$ cat src/rtl/reg_file_wb.sv
// Write-back register bank: R0..R7 behind a one-entry write-pending stage.
// Define REG_FILE_BYPASS_EN to forward pending data to the read ports.
module reg_file_wb #(
  parameter int DATA_W = 8,
  parameter int ADDR_W = 3,
  parameter int CNT_W  = 8
) (
  input  logic              i_clk,
  input  logic              i_rst,
  input  logic              i_We,
  input  logic [ADDR_W-1:0] i_Addr_W,
  input  logic [DATA_W-1:0] i_DW,
  input  logic [ADDR_W-1:0] i_Addr_Y,
  input  logic [ADDR_W-1:0] i_Addr_Z,
  output logic [DATA_W-1:0] o_R0,
  output logic [DATA_W-1:0] o_Ry,
  output logic [DATA_W-1:0] o_Rz,
  output logic              o_Wr_Pend,
  output logic              o_Zero,
  output logic [CNT_W-1:0]  o_Wr_Cnt
);

  localparam int NREG = 1 << ADDR_W;

  logic [DATA_W-1:0] r_mem [NREG];
  logic              r_pend_valid;
  logic [ADDR_W-1:0] r_pend_addr;
  logic [DATA_W-1:0] r_pend_data;
  logic              r_zero;
  logic [CNT_W-1:0]  r_cnt;

  logic [DATA_W-1:0] w_ry;
  logic [DATA_W-1:0] w_rz;
  logic [DATA_W-1:0] w_r0;

  // Capture and commit share one edge, so back-to-back writes flow at 1/cycle.
  always_ff @(posedge i_clk) begin
    if (i_rst) begin
      for (int i = 0; i < NREG; i++) begin
        r_mem[i] <= '0;
      end
      r_pend_valid <= 1'b0;
      r_pend_addr  <= '0;
      r_pend_data  <= '0;
      r_zero       <= 1'b0;
      r_cnt        <= '0;
    end else begin
      r_pend_valid <= i_We;
      if (i_We) begin
        r_pend_addr <= i_Addr_W;
        r_pend_data <= i_DW;
      end
      if (r_pend_valid) begin
        r_mem[r_pend_addr] <= r_pend_data;
        r_cnt              <= r_cnt + CNT_W'(1);
        r_zero             <= (r_pend_data == '0);
      end
    end
  end

`ifdef REG_FILE_BYPASS_EN
  always_comb begin
    w_ry = r_mem[i_Addr_Y];
    w_rz = r_mem[i_Addr_Z];
    w_r0 = r_mem[0];
    if (r_pend_valid && (r_pend_addr == i_Addr_Y)) begin
      w_ry = r_pend_data;
    end
    if (r_pend_valid && (r_pend_addr == i_Addr_Z)) begin
      w_rz = r_pend_data;
    end
    if (r_pend_valid && (r_pend_addr == '0)) begin
      w_r0 = r_pend_data;
    end
  end
`else
  always_comb begin
    w_ry = r_mem[i_Addr_Y];
    w_rz = r_mem[i_Addr_Z];
    w_r0 = r_mem[0];
  end
`endif

  assign o_Ry      = w_ry;
  assign o_Rz      = w_rz;
  assign o_R0      = w_r0;
  assign o_Wr_Pend = r_pend_valid;
  assign o_Zero    = r_zero;
  assign o_Wr_Cnt  = r_cnt;

endmodule
$ cat config.mk
export PLATFORM = sky130hd
export DESIGN_NAME = reg_file_wb
export DESIGN_NICKNAME = d
export VERILOG_FILES = /design/src/rtl/reg_file_wb.sv
export SDC_FILE = /design/constraint.sdc
export NUM_CORES = 1
export LEC_CHECK = 0
export ABC_AREA = 1
export CAP_MARGIN = 15
export CORE_MARGIN = 8
export CORE_UTILIZATION = 40
export CTS_BUF_LIST = sky130_fd_sc_hd__clkbuf_4 sky130_fd_sc_hd__clkbuf_8 sky130_fd_sc_hd__clkbuf_16
export DETAILED_ROUTE_END_ITERATION = 7
export DONT_BUFFER_PORTS = 1
export PLACE_DENSITY = 0.64
export SLEW_MARGIN = 20
export SYNTH_ARGS = -nofsm -noshare
export SYNTH_HDL_FRONTEND = slang
export SYNTH_SLANG_ARGS = --single-unit
$ cat constraint.sdc
create_clock -name i_clk -period 3.1 [get_ports i_clk]
set_clock_uncertainty 0.05 [all_clocks]
set_input_delay 0.465 -clock i_clk [delete_from_list [all_inputs] [get_ports i_clk]]
set_output_delay 0.465 -clock i_clk [all_outputs]
set_load 0.02 [all_outputs]
==> reports/qor.yml, run 1 <==
synth:
  synth_seq_cells: 85
  synthXorXnorAreaFrac_pct: 0
  syn_nets: 613
  ys_types: 21
  synthSimpleGateAreaFrac_pct: 32.0
  synthMuxAreaShare_pct: 0
  synth_cells: 592
  syn-cell-area_um2: 4540
  syn_area_per_cell_um2: 7.67
  synth_top_family_by_area: "simple AND/OR/NAND/NOR gates"
  yosysSeqAreaShare_pct: 51.6
  synth-compound-area-share_pct: 6.94
  synth-adder-area-share_pct: 0.276
  ys_warn_count: 0
floorplan:
  rows: 39
  core_area_um2: 11300
  io_pins: 54
  die_x_um: 123
  start_util_pct: 40.3
  fp.dieH_um: 123
  fp.dieArea_um2: 15000
placement:
  io_buffers: 0
  hpwl_mm: 8.85
  routabilityCongestion: 0.922
clock_tree:
  cts_tree: "yes"
  cts.clk_slew.worst_paths_ns: 0.06
  cts_hold_buf: 0
  cts_max_level: 3
  cts_sinks: 85
  insertion_delay_ns: 0.33
  root_buffer: "clkbuf_16"
  numCtsBuffers: 9
  postCtsResizedCells: 0
  cts_setup_buffers: 0
  clock_path_buffers: 2
status:
  status: "complete, no violations"
flow_run:
  maxCapViolCount: 0
global_routing:
  antenna_found_initial: 0
  grt_max_degree: 34
  grt_first_pass_wirelength_mm: 19.4
  grt_usage_pct: 16.6
  overflow: 0
  grt_pass1_vias: 3639
worst_setup_path:
  path_delay_family: "flip-flops"
  required_ns: 2.58
  critPathArrivalTime_ns: 1.48
  r2r_slack_ns: 1.26
  path_max_fanout: 3
  r2r-end: "r_mem[0][0]$_SDFFCE_PN0P_"
  worstSetupStartpointType: "flip-flop"
  crit_buf_inv: 0
  path_cells: "o21ai_0 -> o21ai_0 -> nand2_1 -> nand2_1"
  r2r_start: "o_Wr_Pend$_SDFF_PP0_"
  cp_slowest_cell: "edfxtp_1"
  cpPeakStageDelay_ns: 0.52
  critical_path_class: "flip-flop to output port"
  reg2regPathDepth: 4
  end_kind: "output port"
layout:
  n_fill_cell: 1115
  drive_above_1_share_pct: 5.82
  layout_commonest_cell: "nand2_1"
  fin_nets: 600
  mostFrequentLayoutCells: "nand2_1, nor2_1, edfxtp_1"
  diodes: 0
  finalCoreUtilization_pct: 43.6
  area_growth_syn_to_layout_pct: 8.16
min_path:
  whs_endpoint: "o_Wr_Pend$_SDFF_PP0_"
  min-delay-start: "i_rst"
  hold_class: "primary input to flip-flop"
  hold_path_depth: 1
route:
  viasPerCell: 5.32
  final_antenna_net_count: 0
  drcViolationCount: 0
  wl_mm: 12.2
  dr.pass1.iters: 5
  drt_iter0_drc: 347
  vias: 3865
  wl_per_cell_um: 16.7
sta:
  fin_crit_ns: 1.99
  slew_headroom_pct: 60.4
  rsz0062_at_grt: "no"
  hold_violations: 0
  post-route-period-util_pct: 64.3
  final.setup.tns_ns: 0
  timing.hold.ws_ns: 0.147
  worstMarginPinSlew_ns: 0.594
  setup_viol: 0
  slew_violations: 0
  clock.fmax_mhz: 502
power_and_ir_drop:
  power.density_nw_per_um2: 558
  irDropWorstVdd_v: 0.000389
  p_leak_nw: 2.23
-- per-layer routing --
layer	vias up	part of all wire (%)	track usage (%)
met5	-	0	0
met4	0	2.5	6.85
met3	24	9.4	4.60
met2	188	43	24.7
met1	1801	45	22.4
li1	1852	-	-
-- synthesized netlist by cell type (all sizes together) --
cell type	instances	share of area (%)
nand2	187	17
nor2	101	8.8
inv	66	5.5
edfxtp	64	42
nand3	54	6.0
o21ai	47	5.2
dfxtp	21	9.3
buf	20	2.6
a21oi	16	1.8
clkinv	8	0.66
clkbuf	5	0.44
ha	1	0.28
nand4	1	0.14
nor3	1	0.11
-- cell type report --
cell class | count | area (um2) | area share, %
Sequential cell | 85 | 2340 | 47.7
Clock inverter | 5 | 83.8 | 1.71
Tap cell | 143 | 179 | 3.64
Clock buffer | 11 | 240 | 4.89
Timing Repair Buffer | 1 | 7.51 | 0.153
Inverter | 74 | 278 | 5.66
Multi-Input combinational cell | 408 | 1780 | 36.3
-- worst max-delay path by stage --
| stage | startpoint | end | slack (ns) | cells past startpoint |
|---|---|---|---|---|
| after global placement | i_Addr_Y[0] | o_Ry[1] | 1.15 | 5 |
| after CTS | r_mem[0][1]$_SDFFCE_PN0P_ | o_Ry[1] | 1.09 | 4 |
| after global routing | r_mem[0][0]$_SDFFCE_PN0P_ | o_Ry[0] | 1.02 | 4 |
| after detailed placement | i_Addr_Y[0] | o_Ry[1] | 1.17 | 5 |
| final | r_mem[0][1]$_SDFFCE_PN0P_ | o_Ry[1] | 1.11 | 4 |
| after floorplan | i_Addr_Y[1] | o_Ry[6] | 1.40 | 7 |
-- metrics by stage --
stage / total power [W] / setup slack [ns] / std cells / cell area [um2]
global route: 0.00284 / 1.02 / 727 / 4910
floorplan: 0.00156 / 1.40 / 592 / 4540
finish: 0.00274 / 1.11 / 727 / 4910
CTS: 0.00276 / 1.09 / 727 / 4910
detailed placement: 0.00161 / 1.17 / 711 / 4590
global placement: 0.00161 / 1.15 / 711 / 4590
-- cell families after synthesis --
group,after synthesis
and+or+nand+nor,344
buffers and inverters,99
DFF,85
AOI/OAI and AO/OA,63
adders and majority gates,1
-- state kept, by name, summed over array words and instances (netlist names) --
name and flops:
o_Zero 1, r_pend_addr 3, r_pend_data 8, o_Wr_Pend 1
r_mem 64, o_Wr_Cnt 8
-- report_power, final --
part / switching [W] / total [W] / internal, W
clock: 0.000426 / 0.00115 / 0.000726
combinational: 0.000212 / 0.000281 / 0.0000686
sequential: 0.0000392 / 0.00131 / 0.00127
No activity file was read; power rests on OpenSTA's default activity.
==> run 2: changes to the inputs <==
==> constraint.sdc (replaced) <==
create_clock -name i_clk -period 1.84 [get_ports i_clk]
set_clock_uncertainty 0.05 [all_clocks]
set_input_delay 0.276 -clock i_clk [delete_from_list [all_inputs] [get_ports i_clk]]
set_output_delay 0.276 -clock i_clk [all_outputs]
set_load 0.02 [all_outputs]
==> reports/qor.yml, run 2 (synthesized netlist as in run 1, its figures left out) <==
status:
  status: "complete, no violations"
clock_tree:
  insertion_delay_ns: 0.34  # about the same
  cts_tree: "yes"
  root_buffer: "clkbuf_16"
  numCtsBuffers: 9  # unchanged
  cts_max_level: 3  # unchanged
  cts_setup_buffers: 0  # unchanged
  cts_sinks: 85  # unchanged
  clock_path_buffers: 2  # unchanged
  cts.clk_slew.worst_paths_ns: 0.06  # about the same
layout:
  n_fill_cell: 1117  # +0.18%
  area_growth_syn_to_layout_pct: 9.40
  layout_commonest_cell: "nand2_1"
  regMostFlops: "r_mem"
  finalInstanceArea_um2: 4970  # +1.1%
  largest_register_ffs: 64  # unchanged
  fin_nets: 609  # +1.5%
  drive_above_1_share_pct: 7.77  # +1.9 points
  diodes: 0  # unchanged
  mostFrequentLayoutCells: "nand2_1, nor2_1, edfxtp_1"
route:
  wl_mm: 12.4  # +1.9%
  drcViolationCount: 0  # unchanged
  vias: 3794  # -1.8%
  dr.pass1.iters: 5  # unchanged
  drt_iter0_drc: 416  # +20%
  viasPerCell: 5.16  # -2.9%
  final_antenna_net_count: 0  # unchanged
  wl_per_cell_um: 16.9  # +0.75%
sta:
  final.setup.tns_ns: 0  # unchanged
  post-route-period-util_pct: 97.1
  hold_violations: 0  # unchanged
  clock.fmax_mhz: 560
  slew_violations: 0  # unchanged
  fin_crit_ns: 1.79
  rsz0062_at_grt: "no"
  setup_viol: 0  # unchanged
  post-route-worst-setup-slack_ns: 0.0540  # -1.05 ns
  slew_headroom_pct: 62.1  # +1.7 points
  worstMarginPinSlew_ns: 0.568  # -0.0255 ns
floorplan:
  die_x_um: 123  # unchanged
  core_area_um2: 11300  # unchanged
  fp.dieArea_um2: 15000  # unchanged
  fp.dieH_um: 123  # unchanged
  rows: 39  # unchanged
  io_pins: 54  # unchanged
  start_util_pct: 40.3  # unchanged
global_routing:
  overflow: 0  # unchanged
  grt_usage_pct: 16.9  # +0.29 points
  grt_max_degree: 34  # unchanged
  grt_pass1_vias: 3614  # -0.69%
  antenna_found_initial: 0  # unchanged
  grt_first_pass_wirelength_mm: 19.4  # about the same
flow_run:
  maxCapViolCount: 0  # unchanged
power_and_ir_drop:
  p_int_w: 0.00330  # +60%
  power.switching_w: 0.00111  # +64%
  power_w: 0.00441  # +61%
  switching_share_pct: 25.2  # +0.50 points
  p_comb_share_pct: 11.6  # +1.4 points
  irDropWorstVdd_v: 0.000666  # +71%
  seq_power_share_pct: 49.7  # +2.0 points
  clkPwrFrac_pct: 38.7  # -3.4 points
  power.density_nw_per_um2: 889  # +59%
  p_leak_nw: 2.26  # +1.3%
worst_setup_path:
  cpPeakStageDelay_ns: 0.50  # -0.02 ns
  critical_path_class: "flip-flop to output port"
  required_ns: 1.51  # -1.07 ns
  path_max_fanout: 3  # unchanged
  critPathArrivalTime_ns: 1.46  # -0.02 ns
  path_cells: "o21ai_0 -> o21ai_1 -> nand2_1 -> nand2_2"
  cp_slowest_cell: "edfxtp_1"
  worstSetupStartpointType: "flip-flop"
  end_kind: "output port"
placement:
  place_area_um2: 4660  # +1.6%
  io_buffers: 0  # unchanged
  dpl_worst_slack_ns: 0.303  # -0.867 ns
  hpwl_mm: 9.10  # +2.8%
  routabilityCongestion: 0.863  # -6.4%
min_path:
  hold_class: "primary input to flip-flop"
==> run 2: changes by cell type in the layout (fill, tap and decap cells not counted), sizes merged <==
cell	delta
buf	+8
clkinv	+4
clkbuf	-2
bufinv	-1
clkinvlp	-1
dlygate4sd3	+1
inv	-1
==> run 2: layout make-up <==
type                       instances  area [um2]  share of cell area, %
sequential                        85        2340                   47.2
multi-input combinational        408        1800                   36.2
tap                              143         179                   3.60
clock inverter                     6        55.1                   1.11
timing repair buffer              10        90.1                   1.81
clock buffer                       9         225                   4.53
inverter                          74         278                   5.59
==> run 2: layer usage <==
| metal | GRT usage, % | up-vias | wire length (um) |
|---|---|---|---|
| met2 | 25.4 | 161 | 5390 |
| met5 | 0 | - | 0 |
| met1 | 22.8 | 1738 | 5700 |
| li1 | - | 1873 | - |
| met4 | 7.84 | 0 | 313 |
| met3 | 3.73 | 22 | 992 |
==> run 2: worst max-delay path: cells and delay by family, from the launching register on <==
family / cells / cell delay [ns]
compound gates: 2 / 0.38
flops: 1 / 0.50
simple gates: 2 / 0.24
==> run 2: stage by stage <==
stage | util (%) | cells | hold WS, ns
2_1_floorplan | - | 592 | 0.298
5_1_grt | 44.1 | 735 | 0.106
4_1_cts | 43.9 | 735 | 0.0784
3_5_place_dp | 41.3 | 719 | 0.301
6_report | 44.1 | 735 | 0.0911
3_3_place_gp | 41.3 | 719 | 0.301
==> run 2: worst paths after layout <==
path	start	endpoint	slack, ns	cells after the start
worst min register to register	r_pend_data[3]$_SDFFE_PP0P_	r_pend_data[3]$_SDFFE_PP0P_	0.42	2
worst min-delay path	i_DW[1]	r_pend_data[1]$_SDFFE_PP0P_	0.09	2
worst max register to register	r_pend_addr[0]$_SDFFE_PP0P_	r_mem[7][4]$_SDFFCE_PN0P_	0.31	4
worst max-delay path	r_mem[0][2]$_SDFFCE_PN0P_	o_Ry[2]	0.05	4
==> run 2: power by group through the flow <==
stage / Clock, W / Combinational (W) / Sequential [W]
floorplan: 0 / 0.000403 / 0.00222
CTS: 0.00173 / 0.000507 / 0.00219
detailed placement: 0 / 0.000502 / 0.00223
finish: 0.00171 / 0.000511 / 0.00219
global route: 0.00180 / 0.000570 / 0.00220
global placement: 0 / 0.000492 / 0.00223
==> run 2: repair_timing <==
action                     CTS  global route
hold endpoints to repair     2             0
gates resized for setup      0             9
setup endpoints to repair    0             7
hold buffers                 1             0
==> run 3: changes to the inputs <==
--- a/config.mk
+++ b/config.mk
@@ -8,11 +8,11 @@
 export ABC_AREA = 1
 export CAP_MARGIN = 15
 export CORE_MARGIN = 8
-export CORE_UTILIZATION = 40
+export CORE_UTILIZATION = 35
 export CTS_BUF_LIST = sky130_fd_sc_hd__clkbuf_4 sky130_fd_sc_hd__clkbuf_8 sky130_fd_sc_hd__clkbuf_16
 export DETAILED_ROUTE_END_ITERATION = 7
 export DONT_BUFFER_PORTS = 1
-export PLACE_DENSITY = 0.64
+export PLACE_DENSITY = 0.59
 export SLEW_MARGIN = 20
 export SYNTH_ARGS = -nofsm -noshare
 export SYNTH_HDL_FRONTEND = slang
==> reports/qor.yml, run 3 (synthesized netlist as in run 1, its figures left out) <==
worst_setup_path:
  path_max_fanout: 3  # unchanged
  end_kind: "output port"
  r2r-end: "r_mem[5][5]$_SDFFCE_PN0P_"
  r2r_start: "r_pend_addr[2]$_SDFFE_PP0P_"
  r2r_slack_ns: 0.31  # about the same
  critical_path_class: "flip-flop to output port"
  reg2regPathDepth: 4  # unchanged
  worstSetupStartpointType: "flip-flop"
  required_ns: 1.51  # about the same
  critPathArrivalTime_ns: 1.45  # about the same
floorplan:
  fp.dieH_um: 130  # +6.0%
  start_util_pct: 35.8  # -4.4 points
  die_x_um: 130  # +6.0%
  rows: 41  # +5.1%
  core_area_um2: 12700  # +12%
  io_pins: 54  # unchanged
  fp.dieArea_um2: 16900  # +12%
power_and_ir_drop:
  p_leak_nw: 2.27  # +0.22%
  irDropWorstVdd_v: 0.000477  # -28%
  power.density_nw_per_um2: 878  # -1.2%
global_routing:
  grt_first_pass_wirelength_mm: 19.4  # +0.18%
  met1_usage_pct: 20.7  # -2.1 points
  grt.met3_usage_pct: 4.20  # +0.48 points
  grt_pass1_vias: 3522  # -2.5%
  grt_use_met2_pct: 22.1  # -3.3 points
  overflow: 0  # unchanged
  grt_most_used_layer: "met2"
  antenna_found_initial: 0  # unchanged
  grt_usage_pct: 15.2  # -1.7 points
  grt_max_degree: 34  # unchanged
clock_tree:
  root_buffer: "clkbuf_16"
  numCtsBuffers: 9  # unchanged
  cts_setup_buffers: 0  # unchanged
  cts_sinks: 85  # unchanged
  clock_path_buffers: 2  # unchanged
  insertion_delay_ns: 0.33  # about the same
  cts_max_level: 3  # unchanged
  cts.clk_slew.worst_paths_ns: 0.06  # about the same
  cts_tree: "yes"
sta:
  post-route-period-util_pct: 96.6  # -0.47 points
  slew_headroom_pct: 61.2  # -0.86 points
  rsz0062_at_grt: "no"
  worstMarginPinSlew_ns: 0.581  # +0.0129 ns
  setup_viol: 0  # unchanged
  fin_crit_ns: 1.78  # -0.00872 ns
  final.setup.tns_ns: 0  # unchanged
  post-route-worst-setup-slack_ns: 0.0627  # +0.00872 ns
  slew_violations: 0  # unchanged
  hold_violations: 0  # unchanged
  clock.fmax_mhz: 563  # +0.49%
min_path:
  hold_path_depth: 2  # unchanged
  whs_endpoint: "r_pend_data[1]$_SDFFE_PP0P_"
  min-delay-start: "i_DW[1]"
  hold_class: "primary input to flip-flop"
layout:
  final_cells: 764  # +3.9%
  regMostFlops: "r_mem"
  largest_register_ffs: 64  # unchanged
  finalCoreUtilization_pct: 39.6  # -4.4 points
  diodes: 0  # unchanged
  area_growth_syn_to_layout_pct: 10.6
  drive_above_1_share_pct: 7.94  # +0.17 points
  fin_nets: 609  # unchanged
  finalInstanceArea_um2: 5020  # +1.1%
  mostFrequentLayoutCells: "nand2_1, nor2_1, edfxtp_1"
  layout_commonest_cell: "nand2_1"
placement:
  placed_cells: 748  # +4.0%
  place_area_um2: 4710  # +1.0%
  hpwl_mm: 9.34  # +2.7%
  io_buffers: 0  # unchanged
  routabilityCongestion: 0.894  # +3.6%
  dpl_worst_slack_ns: 0.309  # +0.00585 ns
flow_run:
  maxCapViolCount: 0  # unchanged
route:
  dr.pass1.iters: 5  # unchanged
  vias: 3821  # +0.71%
  drcViolationCount: 0  # unchanged
  viasPerCell: 5.00  # -3.1%
  final_antenna_net_count: 0  # unchanged
  wl_per_cell_um: 16.5  # -2.3%
  drt_iter0_drc: 519  # +25%
  wl_mm: 12.6  # +1.5%
status:
  status: "complete, no violations"
## run 3: layer usage
| metal | up-vias | share of wire (%) |
|---|---|---|
| li1 | 1865 | - |
| met1 | 1751 | 47 |
| met2 | 181 | 42 |
| met3 | 24 | 9.0 |
| met4 | 0 | 2.3 |
| met5 | - | 0 |
## run 3: stage by stage
step / total power (W) / hold slack (ns)
2_1_floorplan: 0.00262 / 0.298
3_3_place_gp: 0.00274 / 0.302
3_5_place_dp: 0.00274 / 0.301
4_1_cts: 0.00444 / 0.0843
5_1_grt: 0.00458 / 0.0977
6_report: 0.00441 / 0.0998
## run 3: worst max-delay path by stage
stage                                      from                   endpoint  slack (ns)  depth (start not counted)
global placement                    i_Addr_Y[0]                    o_Ry[2]        0.31                          6
finish                r_mem[0][7]$_SDFFCE_PN0P_                    o_Rz[7]        0.06                          4
floorplan                  o_Wr_Pend$_SDFF_PP0_  r_mem[0][0]$_SDFFCE_PN0P_        0.25                          5
detailed placement  r_pend_addr[2]$_SDFFE_PP0P_  r_mem[5][3]$_SDFFCE_PN0P_        0.31                          4
CTS                   r_mem[0][2]$_SDFFCE_PN0P_                    o_Ry[2]        0.02                          4
global route          r_mem[0][6]$_SDFFCE_PN0P_                    o_Rz[6]       0.002                          4
## run 3: cell type report
cell class | instances | area (um2)
Clock buffer | 9 | 225
Inverter | 74 | 278
Sequential cell | 85 | 2340
Fill cell | 1323 | 7650
Clock inverter | 6 | 53.8
Timing Repair Buffer | 10 | 103
Multi-Input combinational cell | 408 | 1810
Tap cell | 172 | 215
## run 3: power by group
group | internal [W] | switching (W) | leakage (nW)
clock network | 0.00103 | 0.000665 | 0.136
logic | 0.000141 | 0.000381 | 1.29
registers | 0.00214 | 0.0000587 | 0.839
## run 3: what timing repair did
action                     CTS  global route
resized for setup            3             9
hold buffers                 1             0
setup endpoints to repair    3             9
pin swaps                    1             1
hold endpoints to repair     2             0
cloned                       0             0
## run 3: worst max-delay path: stages, from the launching register on
cell	delay [ns]
edfxtp_1	0.52
o21ai_0	0.11
o21ai_0	0.23
nand2_1	0.08
nand2_1	0.19
